$ cat src/rtl/rv32i_multicycle_control_pkg.sv
// Shared types for the multicycle RV32I control unit: FSM states, opcodes and
// the encodings of every datapath select it drives.
package rv_ctrl_pkg;

   typedef enum logic [3:0] {
      FETCH    = 4'd0,
      DECODE   = 4'd1,
      MEMADR   = 4'd2,
      MEMREAD  = 4'd3,
      MEMWB    = 4'd4,
      MEMWRITE = 4'd5,
      EXECUTER = 4'd6,
      EXECUTEI = 4'd7,
      ALUWB    = 4'd8,
      BRANCH   = 4'd9,
      JAL      = 4'd10,
      JALR     = 4'd11,
      LUI      = 4'd12,
      AUIPC    = 4'd13
   } state_t;

   localparam logic [6:0] OP_LOAD   = 7'b0000011;
   localparam logic [6:0] OP_STORE  = 7'b0100011;
   localparam logic [6:0] OP_RTYPE  = 7'b0110011;
   localparam logic [6:0] OP_ITYPE  = 7'b0010011;
   localparam logic [6:0] OP_BRANCH = 7'b1100011;
   localparam logic [6:0] OP_JAL    = 7'b1101111;
   localparam logic [6:0] OP_JALR   = 7'b1100111;
   localparam logic [6:0] OP_LUI    = 7'b0110111;
   localparam logic [6:0] OP_AUIPC  = 7'b0010111;

   typedef enum logic [3:0] {
      ALU_ADD  = 4'b0000,
      ALU_SUB  = 4'b0001,
      ALU_AND  = 4'b0010,
      ALU_OR   = 4'b0011,
      ALU_XOR  = 4'b0100,
      ALU_SLT  = 4'b0101,
      ALU_SLTU = 4'b0110,
      ALU_SLL  = 4'b0111,
      ALU_SRL  = 4'b1000,
      ALU_SRA  = 4'b1001
   } alu_ctrl_t;

   typedef enum logic [2:0] {
      RES_ALUOUT    = 3'b000,
      RES_MEMDATA   = 3'b001,
      RES_ALURESULT = 3'b010,
      RES_IMMEXT    = 3'b011
   } result_src_t;

   typedef enum logic [1:0] {
      SRCA_PC    = 2'b00,
      SRCA_OLDPC = 2'b01,
      SRCA_RS1   = 2'b10
   } alu_src_a_t;

   typedef enum logic [1:0] {
      SRCB_RS2  = 2'b00,
      SRCB_IMM  = 2'b01,
      SRCB_FOUR = 2'b10
   } alu_src_b_t;

   typedef enum logic [2:0] {
      IMM_I = 3'b000,
      IMM_S = 3'b001,
      IMM_B = 3'b010,
      IMM_J = 3'b011,
      IMM_U = 3'b100
   } imm_src_t;

   // Which rule the ALU decoder applies in the current state.
   typedef enum logic [1:0] {
      CLS_ADD    = 2'b00,
      CLS_BRANCH = 2'b01,
      CLS_FUNCT  = 2'b10
   } alu_class_t;

   function automatic imm_src_t imm_src_of(input logic [6:0] op);
      imm_src_t imm;
      case (op)
         OP_LOAD, OP_ITYPE, OP_JALR: imm = IMM_I;
         OP_STORE:                   imm = IMM_S;
         OP_BRANCH:                  imm = IMM_B;
         OP_JAL:                     imm = IMM_J;
         OP_LUI, OP_AUIPC:           imm = IMM_U;
         default:                    imm = IMM_I;
      endcase
      return imm;
   endfunction

endpackage

$ cat src/rtl/rv32i_multicycle_control_if.sv
// Control/datapath boundary: instruction fields and ALU flags towards the
// controller, selects and write enables back to the datapath.
interface rv32i_multicycle_control_if;
   logic [6:0] op;
   logic [2:0] funct3;
   logic       funct7b5;
   logic       Zero;
   logic       ALUResultLSB;
   logic [2:0] ResultSrc;
   logic       MemWrite;
   logic       IRWrite;
   logic       PCWrite;
   logic       RegWrite;
   logic       AdrSrc;
   logic [1:0] ALUSrcA;
   logic [1:0] ALUSrcB;
   logic [2:0] ImmSrc;
   logic [3:0] ALUControl;
   logic       PCSrc;
   logic       Jump;

   modport master (
      input  op, funct3, funct7b5, Zero, ALUResultLSB,
      output ResultSrc, MemWrite, IRWrite, PCWrite, RegWrite, AdrSrc,
             ALUSrcA, ALUSrcB, ImmSrc, ALUControl, PCSrc, Jump
   );

   modport slave (
      output op, funct3, funct7b5, Zero, ALUResultLSB,
      input  ResultSrc, MemWrite, IRWrite, PCWrite, RegWrite, AdrSrc,
             ALUSrcA, ALUSrcB, ImmSrc, ALUControl, PCSrc, Jump
   );
endinterface

$ cat src/rtl/rv32i_multicycle_control_alu_decoder.sv
// Maps the state class and instruction fields onto an ALU operation.
module alu_decoder
   import rv_ctrl_pkg::*;
(
   input  alu_class_t alu_class,
   input  logic       op_b5,
   input  logic [2:0] funct3,
   input  logic       funct7b5,
   output alu_ctrl_t  alu_control
);

   always_comb begin
      alu_control = ALU_ADD;
      case (alu_class)
         CLS_BRANCH: begin
            // Equality uses sub/Zero; ordered compares read the slt result bit.
            if (!funct3[2])
               alu_control = ALU_SUB;
            else if (!funct3[1])
               alu_control = ALU_SLT;
            else
               alu_control = ALU_SLTU;
         end
         CLS_FUNCT: begin
            case (funct3)
               3'b000:  alu_control = (op_b5 && funct7b5) ? ALU_SUB : ALU_ADD;
               3'b001:  alu_control = ALU_SLL;
               3'b010:  alu_control = ALU_SLT;
               3'b011:  alu_control = ALU_SLTU;
               3'b100:  alu_control = ALU_XOR;
               3'b101:  alu_control = funct7b5 ? ALU_SRA : ALU_SRL;
               3'b110:  alu_control = ALU_OR;
               default: alu_control = ALU_AND;
            endcase
         end
         default: alu_control = ALU_ADD;
      endcase
   end

endmodule

$ cat src/rtl/rv32i_multicycle_control.sv
// Moore-style sequencer of the multicycle RV32I core: one state per micro-step,
// datapath controls decoded from the current state and the held instruction.
module rv32i_multicycle_control
   import rv_ctrl_pkg::*;
(
   input logic                          clk,
   input logic                          reset,
   rv32i_multicycle_control_if.master   bus
);

   state_t      cycle_state;
   state_t      state_next;
   state_t      out_state;
   alu_class_t  alu_class;
   alu_ctrl_t   alu_control;
   result_src_t result_src;
   alu_src_a_t  src_a;
   alu_src_b_t  src_b;
   logic        mem_write;
   logic        ir_write;
   logic        pc_write;
   logic        reg_write;
   logic        adr_src;
   logic        pc_src;
   logic        jump;
   logic        branch_taken;

   always_ff @(posedge clk) begin
      if (!reset)
         cycle_state <= FETCH;
      else
         cycle_state <= state_next;
   end

   always_comb begin
      state_next = FETCH;
      case (cycle_state)
         FETCH:  state_next = DECODE;
         DECODE: begin
            case (bus.op)
               OP_LOAD, OP_STORE: state_next = MEMADR;
               OP_RTYPE:          state_next = EXECUTER;
               OP_ITYPE:          state_next = EXECUTEI;
               OP_BRANCH:         state_next = BRANCH;
               OP_JAL:            state_next = JAL;
               OP_JALR:           state_next = JALR;
               OP_LUI:            state_next = LUI;
               OP_AUIPC:          state_next = AUIPC;
               default:           state_next = FETCH;
            endcase
         end
         MEMADR:   state_next = (bus.op == OP_STORE) ? MEMWRITE : MEMREAD;
         MEMREAD:  state_next = MEMWB;
         EXECUTER: state_next = ALUWB;
         EXECUTEI: state_next = ALUWB;
         JAL:      state_next = ALUWB;
         JALR:     state_next = JAL;
         AUIPC:    state_next = ALUWB;
         default:  state_next = FETCH;
      endcase
   end

   always_comb begin
      branch_taken = 1'b0;
      case (bus.funct3)
         3'b000:         branch_taken = bus.Zero;
         3'b001:         branch_taken = !bus.Zero;
         3'b100, 3'b110: branch_taken = bus.ALUResultLSB;
         3'b101, 3'b111: branch_taken = !bus.ALUResultLSB;
         default:        branch_taken = 1'b0;
      endcase
   end

   // Held in reset the datapath sees FETCH selects; write enables are masked below.
   assign out_state = reset ? cycle_state : FETCH;

   always_comb begin
      result_src = RES_ALUOUT;
      src_a      = SRCA_PC;
      src_b      = SRCB_RS2;
      alu_class  = CLS_ADD;
      mem_write  = 1'b0;
      ir_write   = 1'b0;
      pc_write   = 1'b0;
      reg_write  = 1'b0;
      adr_src    = 1'b0;
      pc_src     = 1'b0;
      jump       = 1'b0;
      case (out_state)
         FETCH: begin
            ir_write   = 1'b1;
            pc_write   = 1'b1;
            src_b      = SRCB_FOUR;
            result_src = RES_ALURESULT;
         end
         DECODE: begin
            src_a = SRCA_OLDPC;
            src_b = SRCB_IMM;
         end
         MEMADR: begin
            src_a = SRCA_RS1;
            src_b = SRCB_IMM;
         end
         MEMREAD: begin
            adr_src = 1'b1;
         end
         MEMWB: begin
            result_src = RES_MEMDATA;
            reg_write  = 1'b1;
         end
         MEMWRITE: begin
            adr_src   = 1'b1;
            mem_write = 1'b1;
         end
         EXECUTER: begin
            src_a     = SRCA_RS1;
            src_b     = SRCB_RS2;
            alu_class = CLS_FUNCT;
         end
         EXECUTEI: begin
            src_a     = SRCA_RS1;
            src_b     = SRCB_IMM;
            alu_class = CLS_FUNCT;
         end
         ALUWB: begin
            reg_write = 1'b1;
         end
         BRANCH: begin
            src_a     = SRCA_RS1;
            src_b     = SRCB_RS2;
            alu_class = CLS_BRANCH;
            pc_write  = branch_taken;
            pc_src    = branch_taken;
         end
         JAL: begin
            src_a    = SRCA_OLDPC;
            src_b    = SRCB_FOUR;
            pc_write = 1'b1;
            pc_src   = 1'b1;
            jump     = 1'b1;
         end
         JALR: begin
            src_a = SRCA_RS1;
            src_b = SRCB_IMM;
         end
         LUI: begin
            result_src = RES_IMMEXT;
            reg_write  = 1'b1;
         end
         AUIPC: begin
            src_a = SRCA_OLDPC;
            src_b = SRCB_IMM;
         end
         default: ;
      endcase
   end

   alu_decoder u_alu_decoder (
      .alu_class   (alu_class),
      .op_b5       (bus.op[5]),
      .funct3      (bus.funct3),
      .funct7b5    (bus.funct7b5),
      .alu_control (alu_control)
   );

   assign bus.ResultSrc  = result_src;
   assign bus.ALUSrcA    = src_a;
   assign bus.ALUSrcB    = src_b;
   assign bus.ImmSrc     = imm_src_of(bus.op);
   assign bus.ALUControl = alu_control;
   assign bus.AdrSrc     = adr_src;
   assign bus.PCSrc      = pc_src;
   assign bus.Jump       = jump;
   assign bus.MemWrite   = mem_write & reset;
   assign bus.IRWrite    = ir_write  & reset;
   assign bus.PCWrite    = pc_write  & reset;
   assign bus.RegWrite   = reg_write & reset;

endmodule

$ cat src/flat_wrapper.sv
// flat-port wrapper written by rule: the top's interface ports become plain ports
module rv32i_multicycle_control_flat import rv_ctrl_pkg::*;
  (clk, reset, bus_op, bus_funct3, bus_funct7b5, bus_Zero, bus_ALUResultLSB, bus_ResultSrc, bus_MemWrite, bus_IRWrite, bus_PCWrite, bus_RegWrite, bus_AdrSrc, bus_ALUSrcA, bus_ALUSrcB, bus_ImmSrc, bus_ALUControl, bus_PCSrc, bus_Jump);
  rv32i_multicycle_control_if bus_i ();
  input logic clk;
  input logic reset;
  input wire logic [$bits(bus_i.op)-1:0] bus_op;
  input wire logic [$bits(bus_i.funct3)-1:0] bus_funct3;
  input wire logic [$bits(bus_i.funct7b5)-1:0] bus_funct7b5;
  input wire logic [$bits(bus_i.Zero)-1:0] bus_Zero;
  input wire logic [$bits(bus_i.ALUResultLSB)-1:0] bus_ALUResultLSB;
  output wire logic [$bits(bus_i.ResultSrc)-1:0] bus_ResultSrc;
  output wire logic [$bits(bus_i.MemWrite)-1:0] bus_MemWrite;
  output wire logic [$bits(bus_i.IRWrite)-1:0] bus_IRWrite;
  output wire logic [$bits(bus_i.PCWrite)-1:0] bus_PCWrite;
  output wire logic [$bits(bus_i.RegWrite)-1:0] bus_RegWrite;
  output wire logic [$bits(bus_i.AdrSrc)-1:0] bus_AdrSrc;
  output wire logic [$bits(bus_i.ALUSrcA)-1:0] bus_ALUSrcA;
  output wire logic [$bits(bus_i.ALUSrcB)-1:0] bus_ALUSrcB;
  output wire logic [$bits(bus_i.ImmSrc)-1:0] bus_ImmSrc;
  output wire logic [$bits(bus_i.ALUControl)-1:0] bus_ALUControl;
  output wire logic [$bits(bus_i.PCSrc)-1:0] bus_PCSrc;
  output wire logic [$bits(bus_i.Jump)-1:0] bus_Jump;
  assign bus_i.op = bus_op;
  assign bus_i.funct3 = bus_funct3;
  assign bus_i.funct7b5 = bus_funct7b5;
  assign bus_i.Zero = bus_Zero;
  assign bus_i.ALUResultLSB = bus_ALUResultLSB;
  assign bus_ResultSrc = bus_i.ResultSrc;
  assign bus_MemWrite = bus_i.MemWrite;
  assign bus_IRWrite = bus_i.IRWrite;
  assign bus_PCWrite = bus_i.PCWrite;
  assign bus_RegWrite = bus_i.RegWrite;
  assign bus_AdrSrc = bus_i.AdrSrc;
  assign bus_ALUSrcA = bus_i.ALUSrcA;
  assign bus_ALUSrcB = bus_i.ALUSrcB;
  assign bus_ImmSrc = bus_i.ImmSrc;
  assign bus_ALUControl = bus_i.ALUControl;
  assign bus_PCSrc = bus_i.PCSrc;
  assign bus_Jump = bus_i.Jump;
  rv32i_multicycle_control u_core (.clk(clk), .reset(reset), .bus(bus_i));
endmodule
$ cat config.mk
export PLATFORM = sky130hd
export DESIGN_NAME = rv32i_multicycle_control_flat
export DESIGN_NICKNAME = d
export VERILOG_FILES = /design/src/rtl/rv32i_multicycle_control_pkg.sv /design/src/rtl/rv32i_multicycle_control_if.sv /design/src/rtl/rv32i_multicycle_control_alu_decoder.sv /design/src/rtl/rv32i_multicycle_control.sv /design/src/flat_wrapper.sv
export SDC_FILE = /design/constraint.sdc
export NUM_CORES = 1
export LEC_CHECK = 0
export CAP_MARGIN = 0
export CORE_MARGIN = 2
export CORE_UTILIZATION = 35
export CTS_CLUSTER_SIZE = 28
export DETAILED_ROUTE_END_ITERATION = 10
export GPL_TIMING_DRIVEN = 1
export PLACE_DENSITY = 0.71
export SYNTH_ARGS = -nofsm -noshare
export SYNTH_HDL_FRONTEND = slang
export SYNTH_SLANG_ARGS = --single-unit
$ cat constraint.sdc
create_clock -name clk -period 2.23 [get_ports clk]
set_input_delay 0.446 -clock clk [delete_from_list [all_inputs] [get_ports clk]]
set_output_delay 0.446 -clock clk [all_outputs]
set_load 0.01 [all_outputs]
==> flow_summary.json <==
{
  "status": "finished, final reports clean",
  "avgSynthCellArea_um2": 6.86,
  "worst-r2r-setup-slack_ns": 0.94,
  "top_regs": "u_core.cycle_state x4",
  "muxShareOfSynthArea_pct": 0,
  "clk_latency_ns": 0.24,
  "endpoint_kind": "output port",
  "synth_area_leaders": "dfxtp_1 (11%), a21oi_1 (6.1%), nor2_1 (5.1%)",
  "period_share_pct": 98.9,
  "r2r-start": "u_core.cycle_state[1]",
  "netlist_area_um2": 734,
  "path_cells": "dlygate4sd2_1 > nand4b_1 > buf_4 > inv_1 > ha_1 > a32oi_1 > nor2_1 > dlygate4sd2_1",
  "ys_types": 43,
  "required_ns": 1.78,
  "dp_cells": 188,
  "largest_register": "u_core.cycle_state",
  "final_core_util_pct": 67.2,
  "final_cells": 192,
  "min_path_cells": 2,
  "irDropWorstVdd_v": 0.000201,
  "drc": 0,
  "layout_min_cycle_time_ns": 2.20,
  "coreArea_um2": 1960,
  "first_iter_violations": 20,
  "cts_tree": "built",
  "syn_to_final_growth_pct": 79.6,
  "synth.top_cell.area_share_pct": 10.9,
  "cp_top_family": "buffers and inverters",
  "startpoint_type": "input pin",
  "design_area_um2": 1320,
  "ant_nets": 0,
  "grt_overflow": 0,
  "grt_pass1_wl_um": 3890,
  "place.detailed.hpwl_um": 1830,
  "skew_ns": 0.00426,
  "synth_compound_area_share_pct": 27.1,
  "critical-path-slowest-cell": "dlygate4sd2_1",
  "crit_buf_inv": 4,
  "place_congestion": 0.900,
  "synth_nets": 124,
  "cts_buffer_depth": 2,
  "hold_violations": 0,
  "via_per_inst": 4.97,
  "synth_area_leader_cell": "dfxtp_1",
  "post_dp_cell_area_um2": 1270,
  "diodes": 0,
  "synth_warnings": 0,
  "finalSetupViolations": 0,
  "rr_worst_depth": 5,
  "hp-start": "u_core.cycle_state[0]",
  "antenna_found_initial": 0,
  "grt.total_usage_pct": 19.1,
  "drt_wl_total_um": 2290,
  "largest_reg_flops": 4,
  "cpPeakStageDelay_ns": 0.28,
  "nFillCells": 179,
  "hold_path_class": "reg -> reg",
  "rows": 16,
  "via_count": 955,
  "fin_total_pwr_mw": 0.296,
  "place_worst_setup_slack_ns": -0.448,
  "cts_sinks": 4,
  "p_leak_nw": 0.599,
  "clock.fmax_mhz": 454,
  "worst-setup-path-type": "in -> out",
  "firstDrtPassIters": 4,
  "grt_pass1_vias": 941,
  "chipHeight_um": 49.8,
  "power_density_nw_per_um2": 224,
  "r2r-end": "u_core.cycle_state[3]",
  "portBuffers": 34,
  "synth_top_family_by_area": "simple AND/OR/NAND/NOR gates",
  "hold_path_end": "u_core.cycle_state[0]",
  "synthSimpleGateAreaFrac_pct": 42.4,
  "synth-adder-area-share_pct": 3.41,
  "wl_per_cell_um": 11.9,
  "ys_ff_latch": 4,
  "slew_violations": 0,
  "setup_slack_ns": 0.0252,
  "synth-seq-area-share_pct": 10.9,
  "tns_ns": 0,
  "ioPinCount": 36,
  "clk_pin_slew_worst_paths_ns": 0.04,
  "whs_ns": 0.647,
  "die_w_um": 49.8,
  "synthesis.instances": 107,
  "critPathMostFrequentCell": "dlygate4sd2_1",
  "synth-xor-area-share_pct": 6.98,
  "fp.dieArea_um2": 2480,
  "grt_max_degree": 15,
  "critPathArrivalTime_ns": 1.76,
  "drive_above_1_share_pct": 35.2,
  "root_buffer": "clkbuf_4",
  "fin_nets": 184,
  "htreeDepth": 1,
  "initial_core_util_pct": 37.4,
  "hold_buffers": 0,
  "drv_cap": 0,
  "grt_setup_unrepaired": "true",
  "cts_buffers": 3,
  "cp_max_fo": 4
}
==> where the power goes <==
group	switching [mW]	internal, mW
Combinational	0.0576	0.0714
Clock	0.0318	0.0604
Sequential	0.00200	0.0728
Total	0.0914	0.205
==> worst register-to-register path: stages (launching register included) <==
cell	delay [ns]
dfxtp_1	0.32
buf_4	0.19
nand2b_2	0.23
nor4_2	0.24
o21ai_1	0.10
a21boi_1	0.13
==> placed cells by master, fill, tap and decap left out, drive strengths merged, types with 4 or more instances in the layout <==
cell type,netlist,layout
nor2,10,10
nor2b,6,6
o21ai,8,8
nor3,6,6
nand2,9,9
nand3b,4,4
dfxtp,4,4
buf,6,29
dlygate4sd2,0,7
inv,4,4
a32oi,4,4
a21oi,9,9
clkdlybuf4s50,0,16
clkbuf,2,9
==> metal layers <==
metal | GRT usage (%) | part of all wire [%] | vias up | wire, um
met1 | 23.0 | 46 | 435 | 1040
met5 | 0 | 0 | - | 0
met2 | 35.8 | 51 | 23 | 1160
li1 | - | - | 497 | -
met3 | 1.21 | 3.8 | 0 | 88
met4 | 5.56 | 0 | 0 | 0
==> how the worst max path moves through the flow <==
stage	startpoint	end	depth (start not counted)
after floorplan	u_core.cycle_state[1]	bus_ALUControl[1]	6
after global placement	reset	bus_ALUControl[1]	8
after detailed placement	reset	bus_ALUControl[1]	8
after CTS	bus_op[4]	bus_ImmSrc[0]	5
after global routing	u_core.cycle_state[1]	bus_ALUControl[1]	7
final	reset	bus_ALUControl[1]	8
==> layout make-up <==
type / instances / area [um^2] / share of cell area [%]
Multi-Input combinational cell: 91 / 631 / 47.8
Timing Repair Buffer: 63 / 532 / 40.3
Inverter: 4 / 15.0 / 1.14
Clock buffer: 3 / 22.5 / 1.71
Tap cell: 27 / 33.8 / 2.56
Sequential cell: 4 / 85.1 / 6.45
==> cells in the mapped netlist (all sizes together) <==
master	n
a21oi	9
buf	6
inv	4
nor2	10
and3	3
a32oi	4
nor3	6
and3b	1
o21ai	8
conb	1
nand3	1
o41ai	1
o21a	2
nand2	9
nand2b	2
clkbuf	2
nor4	1
nand3b	4
dfxtp	4
a22oi	1
xor2	3
nor4b	1
and2	3
or2	3
nor2b	6
o31ai	2
xnor2	2
nand4b	2
or3	1
ha	2
a21boi	2
a21bo	1
==> cells by family after synthesis <==
kind of cell	count (synthesis)
AND/OR/NAND/NOR	53
AO/OA/AOI/OAI	30
buffers and inverters	12
XOR/XNOR	5
flip-flops	4
adder cells (fa/ha/maj)	2
other	1
==> timing repair <==
action	4_1_cts	5_1_grt
setup buffers	1	0
gates cloned	0	0
gates resized for setup	26	21
endpoints found under the setup margin	19	13
pin swaps	1	5
Power figures use the tool's default switching activity.
